## src/rtl/sp_issue_scoreboard.sv

```systemverilog
// Issue-side hazard scoreboard for the 7-deep SP/multiply pipeline: tracks in-flight destinations and stalls dependent issue.
// Optional feature macro: SP_FWD_EN (WB-stage forwarding shortens each hazard window by one cycle).
module sp_issue_scoreboard #(
  parameter int ADDR_W  = 7,
  parameter int FP_LAT  = 6,
  parameter int INT_LAT = 7,
  parameter int CNT_W   = 16
) (
  input  logic              clk_i,
  input  logic              rst_ni,
  input  logic              issue_valid_i,
  input  logic              issue_int_i,
  input  logic              reg_write_i,
  input  logic [ADDR_W-1:0] rt_addr_i,
  input  logic [ADDR_W-1:0] ra_addr_i,
  input  logic [ADDR_W-1:0] rb_addr_i,
  input  logic [ADDR_W-1:0] rc_addr_i,
  input  logic [2:0]        src_use_i,
  input  logic              branch_taken_i,
  output logic              stall_o,
  output logic              issue_fire_o,
  output logic              busy_o,
  output logic [CNT_W-1:0]  stall_count_o
);

`ifdef SP_FWD_EN
  localparam int FP_LIM  = FP_LAT - 1;
  localparam int INT_LIM = INT_LAT - 1;
`else
  localparam int FP_LIM  = FP_LAT;
  localparam int INT_LIM = INT_LAT;
`endif

  logic [INT_LAT-1:0] entValid_q;
  logic [INT_LAT-1:0] entInt_q;
  logic [ADDR_W-1:0]  entAddr_q [INT_LAT];
  logic [CNT_W-1:0]   stallCount_q, stallCount_d;
  logic               hazard;
  logic               newValid;

  // Entry k belongs to the instruction issued k+1 cycles ago; it blocks readers until its class limit.
  always_comb begin
    hazard = 1'b0;
    for (int k = 0; k < INT_LAT; k++) begin
      if (entValid_q[k] && (entInt_q[k] ? (k < INT_LIM) : (k < FP_LIM))) begin
        if (src_use_i[2] && (entAddr_q[k] == ra_addr_i)) hazard = 1'b1;
        if (src_use_i[1] && (entAddr_q[k] == rb_addr_i)) hazard = 1'b1;
        if (src_use_i[0] && (entAddr_q[k] == rc_addr_i)) hazard = 1'b1;
      end
    end
  end

  assign stall_o      = issue_valid_i & hazard;
  assign issue_fire_o = issue_valid_i & ~hazard;
  assign busy_o       = |entValid_q;
  assign newValid     = issue_fire_o & reg_write_i & ~branch_taken_i;

  always_comb begin
    stallCount_d = stallCount_q;
    if (stall_o && !(&stallCount_q)) stallCount_d = stallCount_q + 1'b1;
  end

  // The shift never freezes: the downstream pipe advances every cycle regardless of stall.
  always_ff @(posedge clk_i or negedge rst_ni) begin
    if (!rst_ni) begin
      entValid_q   <= '0;
      entInt_q     <= '0;
      stallCount_q <= '0;
      for (int k = 0; k < INT_LAT; k++) entAddr_q[k] <= '0;
    end else begin
      entValid_q   <= {entValid_q[INT_LAT-2:0], newValid};
      entInt_q     <= {entInt_q[INT_LAT-2:0], issue_int_i};
      entAddr_q[0] <= rt_addr_i;
      for (int k = 1; k < INT_LAT; k++) entAddr_q[k] <= entAddr_q[k-1];
      stallCount_q <= stallCount_d;
    end
  end

  assign stall_count_o = stallCount_q;

endmodule

```

## config.mk

```make
export PLATFORM = sky130hd
export DESIGN_NAME = sp_issue_scoreboard
export DESIGN_NICKNAME = d
export VERILOG_FILES = /design/src/rtl/sp_issue_scoreboard.sv
export SDC_FILE = /design/constraint.sdc
export NUM_CORES = 1
export LEC_CHECK = 0
export ABC_CLOCK_PERIOD_IN_PS = 6500
export CAP_MARGIN = 25
export CORE_MARGIN = 3
export CORE_UTILIZATION = 60
export CTS_BUF_LIST = sky130_fd_sc_hd__clkbuf_4 sky130_fd_sc_hd__clkbuf_8
export DETAILED_ROUTE_END_ITERATION = 7
export GPL_ROUTABILITY_DRIVEN = 0
export PLACE_DENSITY = 0.86
export SYNTH_ARGS = -nofsm -noshare
export SYNTH_HDL_FRONTEND = slang
export SYNTH_SLANG_ARGS = --single-unit
```

## constraint.sdc

```tcl
create_clock -name clk_i -period 6.5 [get_ports clk_i]
set_input_delay 1.3 -clock clk_i [delete_from_list [all_inputs] [get_ports clk_i]]
set_output_delay 1.3 -clock clk_i [all_outputs]
set_load 0.05 [all_outputs]
```

==> metrics.md <==
| Metric | Value |
|---|---|
| Post-synth EDFFs | 0 |
| Top FF cell, synth | dfrtp_1 |
| Routed wire per std cell | around 18 µm |
| Pleak | 1.99 nW |
| Core Area | about 7000 µm² |
| Antenna violations before repair | 0 |
| Post-synthesis cell area | 4260 µm² |
| DRC violations left | 0 |
| Routed wire length | roughly 9500 µm |
| Final setup skew | approximately 0.015 ns |
| Power density over the cells | 214 nW/µm² |
| Resized Gates After CTS | 0 |
| Clk root buf | clkbuf_8 |
| Commonest non-fill, non-tap cell in the layout | xnor2_1 |
| CTS Hold Buffers Added | 0 |
| Ant diodes | 0 |
| Worst path required time | between 5 and 6 ns |
| Die Area | 8140 µm² |
| Finish-stage setup viols | 0 |
| Synth cell types | 34 |
| Vias in the first global route | around 3100 |
| Layout cells sized above 1 | 5.85% |
| Gr ovfl total | 0 |
| Sequential fraction of the synthesis area | between 40% and 50% |
| Total number of vias | 3013 |
| Arrival time worst endpoint | between 4 and 5 ns |
| Crit Path Category | primary input to output port |
| Mapped Avg Cell Area | 11.3 µm² |
| DRT antenna net count | 0 |
| Post-layout util | about three quarters |
| H-tree depth | 3 |
| Crit. End Element | output port |
| Die Y | between 90 and 100 µm |
| Global-route wire length before repair | 15400 µm |
| CTS Buf Count | 9 |
| Max Freq | 178 MHz |
| Synth Instances | ~380 |
| Post-layout nets | 460 |
| DP HPWL | around 7100 µm |
| Setup Buffers After CTS | 0 |
| Deepest clock path buffer count | 2 |
| P&R area growth vs syn | 17.2% |
| CTS sink cnt | 79 |
| Setup TNS | 0 ns |
| FILL cells | slightly below 500 |
| Commonest cells after routing, fill and taps aside | xnor2_1 (82), dfrtp_1 (79), xor2_1 (77), clkdlybuf4s50_1 (54), nand4_1 (32) |
| Rel. slew slack | 65.7% |
| Post-DR vias/cell | approximately 5.8 |
| Syn Nets | ~420 |
| Row cnt | 30 |
| Minimum clock period | 5.63 ns |
| Slew Viols, Final | 0 |
| Initial Utilization | between 60% and 70% |
| Clock transition at path regs | roughly 0.10 ns |
| Worst-Margin Slew | around 0.51 ns |
| CP Max Fanout | 7 |
| GRT Resource Usage Total | between 20% and 30% |
| Peak VDD IR | about 0.17 mV |
| Maximum number of pins on one net before global-route repair | 80 |
| RSZ-0062 raised after global routing | false |
| Setup crit start kind | primary input |
| Initial DRT Pass Iterations | 5 |
| Tcrit/Tclk final | between 80% and 90% |
| Final Hold Viols | 0 |
| Die Wd | roughly 90 µm |
| Initial drt markers | 235 |
| Synth async-reset ratio | 100% |
| #FFs+latches synth | between 70 and 80 |
| Outcome | completed |
| CTS tree | built |
| Max-Cap Viols | 0 |
| Clock latency on the worst-skew pair | 0.36 ns |
| I/O pin cnt | 56 |
| Min-Delay Path Class | flip-flop to flip-flop |
| Port-buffer cells | 55 |
| Synth warnings | 0 |
-- flip-flops by register name (all words and copies together) (netlist names) --
name	cells
entAddr_q	49
entInt_q	7
entValid_q	7
stall_count_o	16
-- through the flow --
step | power, mW | hold WS [ns] | area (µm²) | setup slack (ns) | instances
final | 1.07 | 0.356 | 4990 | 0.868 | 523
after global routing | 1.11 | 0.367 | 4990 | 0.714 | 523
after CTS | 1.07 | 0.359 | 4960 | 0.952 | 522
after detailed placement | 0.730 | 0.336 | 4770 | 0.966 | 506
after global placement | 0.723 | 0.334 | 4770 | 1.01 | 506
after floorplan | 0.667 | 0.331 | 4260 | 2.12 | 377
-- cells in the mapped netlist (all sizes together) (2+ instances only) --
cell type	n	area share, %
nand3	4	0.47
nand2	10	0.88
dfrtp	79	46
buf	23	3.7
mux2	4	1.1
o21ai	9	1.1
xor2	77	16
nor3	6	0.71
xnor2	82	17
or3b	2	0.41
nor4	14	2.2
nor3b	2	0.35
and4	2	0.41
nand4	32	4.7
nor2	14	1.2
and3	2	0.29
nor4b	4	1.3
-- final cells by class --
cell class                      count  area [µm²]  area share (%)
Clock buffer                        9         124            2.48
Clock inverter                      7        65.1            1.30
Multi-Input combinational cell    275        2120            42.5
Sequential cell                    79        1980            39.6
Tap cell                           96         120            2.41
Timing Repair Buffer               57         583            11.7
-- worst paths after layout --
| check | slack [ns] | startpoint | endpoint | depth (start not counted) |
|---|---|---|---|---|
| min in group asynchronous | 0.76 | rst_ni | entInt_q[3]$_DFF_PN0_ | 1 |
| max in group asynchronous | 5.16 | rst_ni | entAddr_q[31]$_DFF_PN0_ | 2 |
| worst max-delay path | 0.87 | ra_addr_i[2] | stall_o | 9 |
| worst max register to register | 3.72 | entAddr_q[9]$_DFF_PN0_ | stall_count_o[14]$_DFFE_PN0P_ | 9 |
| worst min register to register | 0.36 | entInt_q[2]$_DFF_PN0_ | entInt_q[3]$_DFF_PN0_ | 0 |
| worst min-delay path | 0.36 | entInt_q[2]$_DFF_PN0_ | entInt_q[3]$_DFF_PN0_ | 0 |
-- worst max-delay path, stage by stage --
cell and delay [ns]:
clkdlybuf4s50_1 0.67, xor2_1 0.27, nor4_1 0.39, nand4_1 0.15, o211ai_1 0.14, a222oi_1 0.16
and4_1 0.26, and2b_1 0.20, clkdlybuf4s50_1 0.79
-- logic make-up after synthesis --
logic type      after synthesis  share of synthesized area [%]
fa+ha+maj                     1                          0.294
compound gates               14                           1.97
simple gates                 97                           13.8
flops                        79                           46.5
xor+xnor                    159                           32.7
mux                           4                           1.06
buf+inv                      23                           3.73
-- layer usage --
metal	global-route usage (%)	up-vias	routed length [µm]
met5	0	-	0
met4	10.2	0	277
met3	6.61	30	647
met2	38.2	134	4530
met1	31.9	1482	4010
li1	-	1367	-
-- power by group --
group,switching [mW],total (mW),internal [mW],leakage (nW)
combinational,0.0955,0.179,0.0837,0.923
sequential,0.0312,0.545,0.514,0.970
clock,0.198,0.346,0.148,0.0943
total,0.324,1.07,0.745,1.99
(Power assumes the default switching activity.)
